===== src/rtl/demux1to4_2bit_reg_pkg.sv =====
// Shared types and constants for the registered 1-to-4 2-bit demultiplexer.
package demux1to4_2bit_reg_pkg;

  typedef logic [1:0] ch_idx_t;

  localparam ch_idx_t CH_U = 2'd0;
  localparam ch_idx_t CH_V = 2'd1;
  localparam ch_idx_t CH_W = 2'd2;
  localparam ch_idx_t CH_X = 2'd3;

  localparam logic MODE_ADDR = 1'b0;
  localparam logic MODE_RR   = 1'b1;

  typedef enum logic [1:0] {
    RR_CH0 = 2'd0,
    RR_CH1 = 2'd1,
    RR_CH2 = 2'd2,
    RR_CH3 = 2'd3
  } rr_state_e;

  function automatic logic [3:0] ch_onehot(input ch_idx_t ch);
    logic [3:0] oh;
    oh = '0;
    oh[ch] = 1'b1;
    return oh;
  endfunction

endpackage


===== src/rtl/demux1to4_2bit_reg_rr_pointer.sv =====
// Round-robin channel pointer: wraps CH0..CH3, held at CH0 outside round-robin mode,
// and pulses frame_done one cycle after a transfer into CH3.
module rr_pointer
  import demux1to4_2bit_reg_pkg::*;
(
  input  logic    clk,
  input  logic    reset,
  input  logic    mode,
  input  logic    advance,
  output ch_idx_t ptr,
  output logic    frame_done
);

  rr_state_e state, state_nxt;
  logic      fd_q, fd_nxt;

  always_ff @(posedge clk) begin
    if (reset) begin
      state <= RR_CH0;
      fd_q  <= 1'b0;
    end else begin
      state <= state_nxt;
      fd_q  <= fd_nxt;
    end
  end

  always_comb begin
    state_nxt = state;
    fd_nxt    = 1'b0;
    if (mode != MODE_RR) begin
      // Leaving round-robin abandons any partial frame.
      state_nxt = RR_CH0;
    end else if (advance) begin
      fd_nxt = (state == RR_CH3);
      unique case (state)
        RR_CH0:  state_nxt = RR_CH1;
        RR_CH1:  state_nxt = RR_CH2;
        RR_CH2:  state_nxt = RR_CH3;
        RR_CH3:  state_nxt = RR_CH0;
        default: state_nxt = RR_CH0;
      endcase
    end
  end

  always_comb begin
    ptr        = ch_idx_t'(state);
    frame_done = fd_q;
  end

endmodule


===== src/rtl/demux1to4_2bit_reg.sv =====
// Registered 1-to-4 demultiplexer: steers each accepted sample into one of four
// held channels, addressed by select or stepped round-robin, with per-channel acks.
module demux1to4_2bit_reg
  import demux1to4_2bit_reg_pkg::*;
#(
  parameter int WIDTH = 2
) (
  input  logic             clk,
  input  logic             reset,
  input  logic [WIDTH-1:0] in_data,
  input  logic             in_valid,
  output logic             in_ready,
  input  logic             mode,
  input  logic [1:0]       select,
  input  logic [3:0]       rd_ack,
  output logic [WIDTH-1:0] U,
  output logic [WIDTH-1:0] V,
  output logic [WIDTH-1:0] W,
  output logic [WIDTH-1:0] X,
  output logic [3:0]       out_valid,
  output logic [1:0]       cur_ch,
  output logic             frame_done
);

  logic [WIDTH-1:0] ch_q [4];
  logic [3:0]       valid_q;
  ch_idx_t          ptr;
  ch_idx_t          target;
  logic             xfer;
  logic [3:0]       wr_oh;

  always_comb begin
    target   = (mode == MODE_RR) ? ptr : ch_idx_t'(select);
    // An ack on the occupied target frees it in the same cycle it is rewritten.
    in_ready = ~reset & (~valid_q[target] | rd_ack[target]);
    xfer     = in_valid & in_ready;
    wr_oh    = xfer ? ch_onehot(target) : '0;
  end

  always_ff @(posedge clk) begin
    if (reset) begin
      for (int unsigned k = 0; k < 4; k++) begin
        ch_q[k] <= '0;
      end
      valid_q <= '0;
    end else begin
      for (int unsigned k = 0; k < 4; k++) begin
        if (wr_oh[k]) begin
          ch_q[k]    <= in_data;
          valid_q[k] <= 1'b1;
        end else if (rd_ack[k]) begin
          valid_q[k] <= 1'b0;
        end
      end
    end
  end

  rr_pointer u_rr_pointer (
    .clk        (clk),
    .reset      (reset),
    .mode       (mode),
    .advance    (xfer),
    .ptr        (ptr),
    .frame_done (frame_done)
  );

  always_comb begin
    U         = ch_q[CH_U];
    V         = ch_q[CH_V];
    W         = ch_q[CH_W];
    X         = ch_q[CH_X];
    out_valid = valid_q;
    cur_ch    = target;
  end

endmodule


===== config.mk =====
export PLATFORM = sky130hd
export DESIGN_NAME = demux1to4_2bit_reg
export DESIGN_NICKNAME = d
export VERILOG_FILES = /design/src/rtl/demux1to4_2bit_reg_pkg.sv /design/src/rtl/demux1to4_2bit_reg_rr_pointer.sv /design/src/rtl/demux1to4_2bit_reg.sv
export SDC_FILE = /design/constraint.sdc
export NUM_CORES = 1
export LEC_CHECK = 0
export ABC_CLOCK_PERIOD_IN_PS = 2300
export CAP_MARGIN = 10
export CORE_UTILIZATION = 45
export DETAILED_ROUTE_END_ITERATION = 6
export PLACE_DENSITY = 0.8
export SETUP_SLACK_MARGIN = 0.15
export SYNTH_ARGS = -nofsm -noshare
export SYNTH_HDL_FRONTEND = slang
export SYNTH_SLANG_ARGS = --single-unit
export TNS_END_PERCENT = 30

===== constraint.sdc =====
create_clock -name clk -period 2.3 [get_ports clk]
set_input_delay 0.345 -clock clk [delete_from_list [all_inputs] [get_ports clk]]
set_output_delay 0.345 -clock clk [all_outputs]
set_load 0.01 [all_outputs]

Yosys cells after proc, flatten, opt, wreduce, memory -nomap -nowiden

Memory sizes are Yosys's and may differ from the RTL's.
Index checks and enable logic that the tools add are counted.

Output and inout bits: 16
RAM bits: 8
Memories: 1
Register bits: 7
Input port bits: 12
Word-level logic and storage cells: 66

Memory list:

| memory | depth | width | rd ports | clocked after memory_dff | wr ports | line                     | RTL |
|---|---|---|---|---|---|---|---|
| ch_q   | 4     | 2     | 4        | 0                        | 4        | demux1to4_2bit_reg.sv:25 | `logic [WIDTH-1:0] ch_q [4];` |

Muxes and demuxes: 35
Reduce and logical (&&, ||, !) cells: 8
Bitwise operators: 11
Order comparisons: 2
Equality and inequality tests: 3

Operators by type and width:

| operator           | count |
|---|---|
| $mux 1             | 25 |
| $mux 2             | 5 |
| $pmux 2 s4         | 1 |
| $reduce_bool 2->1  | 4 |
| $or 1x1->1         | 5 |
| $bmux 1 s2         | 2 |
| $eq 2x2->1 const B | 2 |
| $mux 4             | 1 |
| $not 1->1          | 4 |
| $lt 2x3->1 const B | 1 |
| $reduce_or 3->1    | 1 |
| $and 1x1->1        | 2 |
| $demux 1 s2        | 1 |
| $eq 2x1->1 const B | 1 |
| $ge 2x1->1 const B | 1 |
| $logic_not 2->1    | 1 |
| $reduce_or 2->1    | 1 |
| $logic_and 1x1->1  | 1 |

Depth between registers and ports, before layout

Depth after elaboration: 12
Gate-level depth with buffers: 5
Mapped depth without buffers: 5

By module

A second synthesis with hierarchy kept.

Cell total of the unflattened synthesis: 75
Area total of the unflattened synthesis: 753.2 um2

Modules (own cells, without submodules):

| module             | area each (um2) | cells each | sequential area each (um2) | times used |
|---|---|---|---|---|
| demux1to4_2bit_reg | 593.1           | 59         | 320.3                      | 1 |
| rr_pointer         | 160.2           | 16         | 60.1                       | 1 |

Worst setup path before layout

No wires, ideal clock.

Path kind: input-to-output
From: input mode
To: output in_ready
Data arrival time: 1.392 ns
Path slack: 0.563 ns
Path buffers: 0
Stages on the path: 4
Required time: 1.955 ns
Path through: mux2i_2 -> nand2_1 -> and3_1 -> a211oi_1

Longest elaborated chain between the ends: 6
Elaborated cells on any way between the ends: 8
Those cells by class: mux (5); bitwise (3)

RTL lines:

| what                         | line                     | RTL |
|---|---|---|
| start, declared              | demux1to4_2bit_reg.sv:13 | `input logic mode,` |
| $mux 2 (*)                   | demux1to4_2bit_reg.sv:33 | `target = (mode == MODE_RR) ? ptr : ch_idx_t'(select);` |
| $bmux 1 s2                   | demux1to4_2bit_reg.sv:35 | `in_ready = ~reset & (~valid_q[target] \| rd_ack[target]);` |
| $mux 1 (implied by the code) | demux1to4_2bit_reg.sv:35 |  |
| $not 1->1                    | demux1to4_2bit_reg.sv:35 |  |
| $or 1x1->1 (*)               | demux1to4_2bit_reg.sv:35 |  |
| $and 1x1->1 (*)              | demux1to4_2bit_reg.sv:35 |  |
| end, declared                | demux1to4_2bit_reg.sv:12 | `output logic in_ready,` |

Mark *: on every way between the ends. The rest lies on a longest branch, timed or not. The select of a mux whose other input is x is not followed.

Worst setup path in the final report

From: input select[0]
To: output in_ready

Longest elaborated chain between the ends: 6
Elaborated cells on any way between the ends: 8
Those cells by class: mux (5); bitwise (3)

RTL lines:

| what                         | line                     | RTL |
|---|---|---|
| start, declared              | demux1to4_2bit_reg.sv:14 | `input logic [1:0] select,` |
| $mux 2 (*)                   | demux1to4_2bit_reg.sv:33 |  |
| $bmux 1 s2                   | demux1to4_2bit_reg.sv:35 |  |
| $mux 1 (implied by the code) | demux1to4_2bit_reg.sv:35 |  |
| $not 1->1                    | demux1to4_2bit_reg.sv:35 |  |
| $or 1x1->1 (*)               | demux1to4_2bit_reg.sv:35 |  |
| $and 1x1->1 (*)              | demux1to4_2bit_reg.sv:35 |  |

Marks and branches as above.

==> metrics.txt <==
status completed; minimum clock period 2.05 ns; number of buffers created by CTS 3; largest net degree at the start of global routing 12; Clk pin slew, worst setup/hold paths 0.09 ns; clock root buffer clkbuf_4; met2 Track Usage GR 36.0%; final worst setup slack 0.247 ns; number of diodes 0; register area share after synthesis 51.7%; R2R depth 5; GR peak layer met2; WL per Instance 12.1 microns; H-tree levels 1; share of post-route cells with drive strength above 1 17.8%; final antenna-violating net count 0; Peak Freq 0.487 GHz; peak supply drop 0.409 mV; critical path peak fanout 6; Post-Syn Nets 91; DP HPWL 1.31 mm; Crit. End Element output port; Design Power 0.000578 W; clk sinks 15; Crit Path Class input port to output port; hold buffer count at CTS 0; Startpoint Class input port; Core Box Area 1520 sq um; first drt pass iteration count 4; Final Hold Viols 0; initial antenna violation count 0; Via Count 715; Synth cell types 20; Vias/cell 5.34; Pwr Density 507 nW/um^2; DRC 0; Die ar. 1800 sq um; Starting Density 48.3%; Hold Path Class flip-flop to flip-flop; syn_area_per_cell 9.68 sq um; Initial DRC Count 34; Worst EP arrival 1.71 ns; Yosys reg bits 15; row count 14; Place WS -0.338 ns; synthesized area 736 sq um; leakage power 0.493 nW; YS warnings 0; Post-layout nets 134; Rel. slew slack 76.1%; worst hold path depth 2; global-route wire length before repair 2.62 mm; final setup fails 0; worst-margin pin slew 0.358 ns; clk_skew 0.00515 ns; Chip Height 42.4 microns; Area Overhead vs Synth 54.9%; grt met1 use 22.0%; final worst-path cycle share 89.3%; IO Count 28; total gr overflow 0; CTS tree done; Worst EP required 1.96 ns; die width 42.4 microns; post-synthesis instance total 76; GR Layer Usage met3 3.88%; clk buf depth 2; Slew Viols, Final 0; max-cap violations 0; vias in the first global route 629; GPL Wtd Cong 0.858; RSZ-0062 raised after global routing no; clock latency on the worst-skew pair 0.28 ns; Total GRT Usage 19.8%; IO buf count 27; final core occ 74.8%; Post-Route WL 1.62 mm
[synthesized netlist by cell type]
master	count	area, sq um
a211oi_1	1	7.51
a21oi_1	4	20.0
and3_1	1	6.26
and3b_1	2	17.5
clkbuf_1	1	3.75
dfxtp_1	7	140
edfxtp_1	8	240
ha_1	3	37.5
inv_1	2	7.51
inv_2	2	7.51
mux2i_1	3	30.0
mux2i_2	2	27.5
nand2_1	14	52.6
nand2b_1	4	25.0
nand3_1	4	20.0
nor2_1	11	41.3
nor2b_1	1	6.26
o21ai_0	1	5.00
o21bai_1	4	30.0
o32a_1	1	10.0
[through the flow]
step	hold WS [ns]	std cells	setup TNS (ns)	cell area, sq um
floorplan	0.478	76	0	736
global placement	0.508	129	-0.293	1100
detailed placement	0.534	129	-0.358	1100
CTS	0.547	133	0	1130
global route	0.571	134	0	1140
finish	0.534	134	0	1140
[placed cells by master (no fill, tap or decap), drive strengths merged, types with 3 or more instances in the layout]
cell / synthesis / final
nand3: 4 / 4
nand2: 14 / 14
mux2i: 5 / 5
nand2b: 4 / 4
o21bai: 4 / 4
edfxtp: 8 / 8
clkdlybuf4s50: 0 / 24
inv: 4 / 4
ha: 3 / 3
buf: 0 / 12
dfxtp: 7 / 7
a21oi: 4 / 4
nor2: 11 / 11
clkbuf: 1 / 5
[routing by layer]
metal  wire length [microns]  part of all wire, %
met2                     872                   54
met3                      85                  5.3
met1                     651                   40
met4                       8                 0.49
met5                       0                    0
[path summary, 6_finish.rpt]
check | from | end | slack, ns
max | select[0] | in_ready | 0.25
min | u_rr_pointer.ptr[0]$_SDFFE_PP0P_ | u_rr_pointer.ptr[0]$_SDFFE_PP0P_ | 0.53
max reg2reg | u_rr_pointer.ptr[0]$_SDFFE_PP0P_ | u_rr_pointer.ptr[1]$_SDFFE_PP0P_ | 0.74
min reg2reg | u_rr_pointer.ptr[0]$_SDFFE_PP0P_ | u_rr_pointer.ptr[0]$_SDFFE_PP0P_ | 0.53
[flip-flops by register name, indices dropped and copies added (netlist names)]
register                 cells
ch_q                         8
out_valid                    4
u_rr_pointer.frame_done      1
u_rr_pointer.ptr             2
[final cells by class]
class | instances | area (sq um)
Inverter | 4 | 15.0
Timing Repair Buffer | 39 | 357
Tap cell | 16 | 20.0
Sequential cell | 15 | 380
Fill cell | 122 | 384
Multi-Input combinational cell | 56 | 342
Clock buffer | 4 | 26.3
[where the power goes]
group / internal [W] / leakage [nW] / switching, W
sequential: 0.000295 / 0.141 / 0.00000532
clock: 0.0000672 / 0.0150 / 0.0000795
combinational: 0.0000729 / 0.337 / 0.0000579
[repair_timing]
item | in CTS | in global routing
endpoints found under the setup margin | 3 | 2
gates resized for setup | 4 | 2
setup buffers | 0 | 1
endpoints found under the hold margin | 0 | 0
[cell families (layout without fill, tap and decap cells)]
logic type	Yosys count	in the layout	share of synthesized area (%)
AND/OR/NAND/NOR	37	37	23.0
flip-flops	15	15	51.7
AO/OA/AOI/OAI	11	11	9.86
multiplexers	5	5	7.82
buffers and inverters	5	47	2.55
adder cells (fa/ha/maj)	3	3	5.10
[worst max-delay path, stage by stage]
cell and delay [ns]:
clkdlybuf4s50_1 0.47, mux2i_2 0.08, buf_4 0.17, inv_2 0.06, nand2_1 0.05, and3_1 0.17, a211oi_2 0.20, clkbuf_2 0.16
No activity file was read; power rests on OpenSTA's default activity.
